==> src/rtl/reg_write_arbiter.sv <==
// Round-robin arbiter for the register file write port (A: ALU, B: load), 1-cycle write latency.
// No back-pressure from the RF: one grant per cycle; the loser holds its request until granted.
module reg_write_arbiter #(
  parameter int DATA_W = 32,
  parameter int ADDR_W = 5
) (
  input  logic              clk,
  input  logic              rst,
  input  logic              a_valid,
  output logic              a_ready,
  input  logic [ADDR_W-1:0] a_addr,
  input  logic [DATA_W-1:0] a_data,
  input  logic              b_valid,
  output logic              b_ready,
  input  logic [ADDR_W-1:0] b_addr,
  input  logic [DATA_W-1:0] b_data,
  output logic              rf_we,
  output logic [ADDR_W-1:0] rf_waddr,
  output logic [DATA_W-1:0] rf_wdata,
  input  logic [ADDR_W-1:0] rd_addr1,
  input  logic [ADDR_W-1:0] rd_addr2,
  output logic              byp_hit1,
  output logic              byp_hit2,
  output logic [DATA_W-1:0] byp_data
);

  logic              rf_we_q, rf_we_d;
  logic [ADDR_W-1:0] rf_waddr_q, rf_waddr_d;
  logic [DATA_W-1:0] rf_wdata_q, rf_wdata_d;
  // Set when B holds the most recent grant, so A wins the next conflict.
  logic              last_b_q, last_b_d;
  logic              a_hs, b_hs;

  always_comb begin
    a_ready = !rst && a_valid && (!b_valid || last_b_q);
    b_ready = !rst && b_valid && (!a_valid || !last_b_q);
    a_hs    = a_valid && a_ready;
    b_hs    = b_valid && b_ready;
  end

  always_comb begin
    rf_we_d    = 1'b0;
    rf_waddr_d = rf_waddr_q;
    rf_wdata_d = rf_wdata_q;
    last_b_d   = last_b_q;
    if (a_hs) begin
      rf_we_d    = (a_addr != '0);
      rf_waddr_d = a_addr;
      rf_wdata_d = a_data;
      last_b_d   = 1'b0;
    end else if (b_hs) begin
      rf_we_d    = (b_addr != '0);
      rf_waddr_d = b_addr;
      rf_wdata_d = b_data;
      last_b_d   = 1'b1;
    end
  end

  always_ff @(posedge clk or posedge rst) begin
    if (rst) begin
      rf_we_q    <= 1'b0;
      rf_waddr_q <= '0;
      rf_wdata_q <= '0;
      last_b_q   <= 1'b1;
    end else begin
      rf_we_q    <= rf_we_d;
      rf_waddr_q <= rf_waddr_d;
      rf_wdata_q <= rf_wdata_d;
      last_b_q   <= last_b_d;
    end
  end

  // rf_we is never set for register 0, so reads of r0 cannot hit.
  always_comb begin
    rf_we    = rf_we_q;
    rf_waddr = rf_waddr_q;
    rf_wdata = rf_wdata_q;
    byp_hit1 = rf_we_q && (rd_addr1 == rf_waddr_q);
    byp_hit2 = rf_we_q && (rd_addr2 == rf_waddr_q);
    byp_data = rf_wdata_q;
  end

endmodule

==> config.mk <==
export PLATFORM = sky130hd
export DESIGN_NAME = reg_write_arbiter
export DESIGN_NICKNAME = d
export VERILOG_FILES = /design/src/rtl/reg_write_arbiter.sv
export SDC_FILE = /design/constraint.sdc
export NUM_CORES = 1
export LEC_CHECK = 0
export BUFFER_PORTS_ARGS = -buffer_cell sky130_fd_sc_hd__buf_2
export CAP_MARGIN = 25
export CORE_UTILIZATION = 40
export DETAILED_ROUTE_END_ITERATION = 10
export GPL_TIMING_DRIVEN = 1
export MAX_ROUTING_LAYER = met4
export PLACE_DENSITY_LB_ADDON = 0.05
export SYNTH_ARGS = -nofsm -noshare
export SYNTH_HDL_FRONTEND = slang
export SYNTH_SLANG_ARGS = --single-unit
==> constraint.sdc <==
create_clock -name clk -period 1.9 [get_ports clk]
set_clock_uncertainty 0.15 [all_clocks]
set_input_delay 0.19 -clock clk [delete_from_list [all_inputs] [get_ports clk]]
set_output_delay 0.19 -clock clk [all_outputs]
set_load 0.05 [all_outputs]
After elaboration in Yosys (flattened, before gate mapping)
Cells that the tools add are included.
{ "word_totals": {"output_inout_bits": 74, "reg_bits": 39, "word_cells": 31} }
{ "op_classes": {"n_reduce_logical": 17, "eq_ne": 2, "muxes": 8} }
{ "op_table": {"columns": ["cell", "n"], "rows": [
  ["32-bit 2-to-1 mux", 2],
  ["5-bit equality test", 2],
  ["5-bit 2-to-1 mux", 2],
  ["5-bit nonzero test", 2],
  ["1-bit logical AND", 8],
  ["1-bit logical NOT", 4],
  ["1-bit 2-to-1 mux", 4],
  ["1-bit logical OR", 2],
  ["2-bit nonzero test", 1]
]} }

Logic depth before layout (Yosys ltp)
{ "depth": {"word_depth": 6, "depth_mapped": 5} }

Least setup slack after synthesis
OpenSTA, ideal clock, no wires.
{ "synth_path": {"kind": "reg2out", "start": "register rf_waddr_q[2] (netlist: rf_waddr[2])", "end": "output port byp_hit1", "required_time_ns": 1.560, "stages_incl_launch_ff": 4, "arrival_ns": 1.543, "setup_slack_ns": 0.017, "cell_sequence": "dfrtp_1 xor2_1 nor4_1 and3_1"} }
{ "synth_between": {"elab_chain_len": 2} }
{ "synth_rtl": {"columns": ["item", "line_no", "rtl"], "rows": [
  ["start, declared", "28", "logic [ADDR_W-1:0] rf_waddr_q, rf_waddr_d;"],
  ["start signal, assigned", "67", "rf_waddr_q <= rf_waddr_d;"],
  ["5-bit equality test", "78", "byp_hit1 = rf_we_q && (rd_addr1 == rf_waddr_q);"],
  ["1-bit logical AND", "78", null],
  ["end, declared", "22", "output logic byp_hit1,"]
]} }
Every way passes these cells.

Worst setup path after layout
{ "layout_path": {"start": "register rf_waddr_q[4] (netlist: rf_waddr[4])", "end": "output port byp_hit1"} }
The elaborated chain is that of the path after synthesis.

==> metrics.txt <==
max_slew headroom 57.1%; register clock-pin slew on the reported worst setup and hold paths 0.07 ns; Reg2Reg Setup Slack 0.30 ns; instance count on the critical path 4; flop and latch count out of synthesis 39; Crit Path Category register to primary output; synth top area cells dfrtp_1 41%, buf_4 13%, a31oi_1 10%; total CTS buffers 5; initial antenna violation count 0; CP max stage cell dfrtp_1; worst stage delay on the critical path 0.43 ns; Worst path top cell family by delay simple AND/OR/NAND/NOR gates; crit end category primary output; cell count after synthesis 275; largest buffer count on any clock path 2; largest net degree at the start of global routing 53; crit-path cells xor2_1 -> nor4_1 -> and3_1 -> buf_6; RD Place Congestion 0.807; Peak VDD IR 370 uV; drt drc 0; vias per std cell 5.00; WL/cell 13.3 um; sequential area share after synthesis 42.1%; Worst Path Arrival 1.57 ns; RSZ-0062 raised after global routing true; core area 0.00554 mm2; Worst Setup Start Kind register; clk_lat worst skew 0.28 ns; WL final 6320 um; Pleak 1.45 nW; via count 2,370; Initial Util 41.9%; Place WS 0.0124 ns; fin worst setup slack -0.00588 ns; P&R area growth vs syn 31.6%; Min Hold Slack 0.00808 ns; number of library cell types mapped by synthesis 25; grt total ovfl 0; slew at the pin closest to its max-slew limit 0.639 ns; worst-path maximum fanout 4; DR pass1 iterations 4; io pins 162; leading area contributor after synthesis dfrtp_1; maxcap violations 0; Worst Path Buf+Inv 1; Syn Nets 363; most frequent cells in the layout 159 x buf_2, 40 x nor2_1, 38 x dfrtp_1, 37 x nand3_1, 37 x a31oi_1; site row count 27; count of final hold-check violations 0; ANT nets after route 0; min cycle time layout 1.91 ns; WP data required 1.56 ns; # clock sinks 39; clock tree from TritonCTS yes; vias in the first global route 2,107; period utilization 100%; Avg Cell Area, Syn 8.45 um2; n_diodes 0; max-slew violations 0; die area 0.00612 mm2; status finished with violations; die width 78.2 um; setup repair bufs after CTS 0; power per cell area 1000 mW/mm2; gr usage total 21.6%; Finished Layout Cells 474; most common cell after layout, fill and taps aside buf_2; hpwl dp 4710 um; placed cell count 465; Ys Warns 0; Reg2Reg Depth 4; hold-critical path depth 3; Total Power 0.00306 W; failing checks negative setup slack; Mapped Area 0.00232 mm2; first-pass GRT wire length 9960 um; Synth top area share 40.9%; H-tree Lvls 2; Root Buffer clkbuf_8; fmax 525 MHz; HP Class input port to register; PortBufs 161; Initial DRC Count 157; layout cells sized above 1 45.3%; final net count 489; Die Ht 78.2 um; final setup fails 1
-- final cells by class --
type                       instances  area (um2)
clock buffer                       8        80.1
fill                             576        2480
inverter                           1        3.75
multi-input combinational        179         955
sequential                        39         977
tap                               72        90.1
timing repair buffer             175         951
-- per-layer routing --
metal,part of all wire (%),up-vias,routed length [um],global-route usage (%)
li1,-,1187,-,-
met1,43,1070,2720,26.5
met2,49,108,3120,36.1
met3,6.7,5,425,4.65
met4,0.85,0,54,5.37
met5,0,-,0,-
-- registers in the layout, summed over array words and instances, names as in the netlist --
register and flops:
byp_data 32, rf_waddr 5, last_b_q 1, rf_we 1
-- cells in the mapped netlist, drive strengths merged --
master and instances:
a22o 1, nand2b 3, nor2 40, nand3 37
o21ai 38, clkbuf 3, o21ba 1, buf 53
a21oi 1, nand2 3, xnor2 2, nor4 2
dfstp 1, inv 1, a31oi 37, dfrtp 38
and3 2, nor2b 1, nor3 2, xor2 8
and2b 1
-- cell families (layout without fill, tap and decap cells) --
kind of cell	count (synthesis)	count (layout)	synth area share, %
flops	39	39	42.1
simple gates	91	91	17.9
buf+inv	57	184	17.1
xor+xnor	10	10	3.77
compound gates	78	78	19.2
-- worst paths after layout --
kind | start | endpoint
hold / removal | a_data[18] | byp_data[18]$_DFFE_PP0P_
max in group asynchronous | rst | byp_data[31]$_DFFE_PP0P_
hold reg to reg | byp_data[8]$_DFFE_PP0P_ | byp_data[8]$_DFFE_PP0P_
min in group asynchronous | rst | rf_we$_DFF_PP0_
setup / recovery | rf_waddr[4]$_DFFE_PP0P_ | byp_hit1
setup reg to reg | last_b_q$_DFFE_PP1P_ | byp_data[2]$_DFFE_PP0P_
-- worst register-to-register path: stages (launching register included) --
cell	delay (ns)
dfstp_2	0.38
nor2b_4	0.43
buf_4	0.30
o21ai_0	0.10
a31oi_1	0.16
-- timing repair --
action | in CTS | in global routing
pin swaps | 4 | 2
hold buffers | 1 | 0
endpoints found under the setup margin | 5 | 2
resized for setup | 5 | 0
hold endpoints to repair | 16 | 0
-- report_power, final --
part           leakage, nW  internal (W)  total [W]  switching, W
clock               0.0395      0.000261   0.000533      0.000272
sequential           0.436      0.000952    0.00105     0.0000973
combinational        0.975      0.000366    0.00147       0.00111
-- through the flow --
stage,cell area (um2),setup TNS [ns],util (%)
floorplan,2320,0,-
global placement,2950,0,53.2
detailed placement,2950,0,53.2
CTS,3060,-0.0465,55.2
global route,3060,-0.139,55.2
finish,3060,-0.00588,55.2
Power figures use the tool's default switching activity.
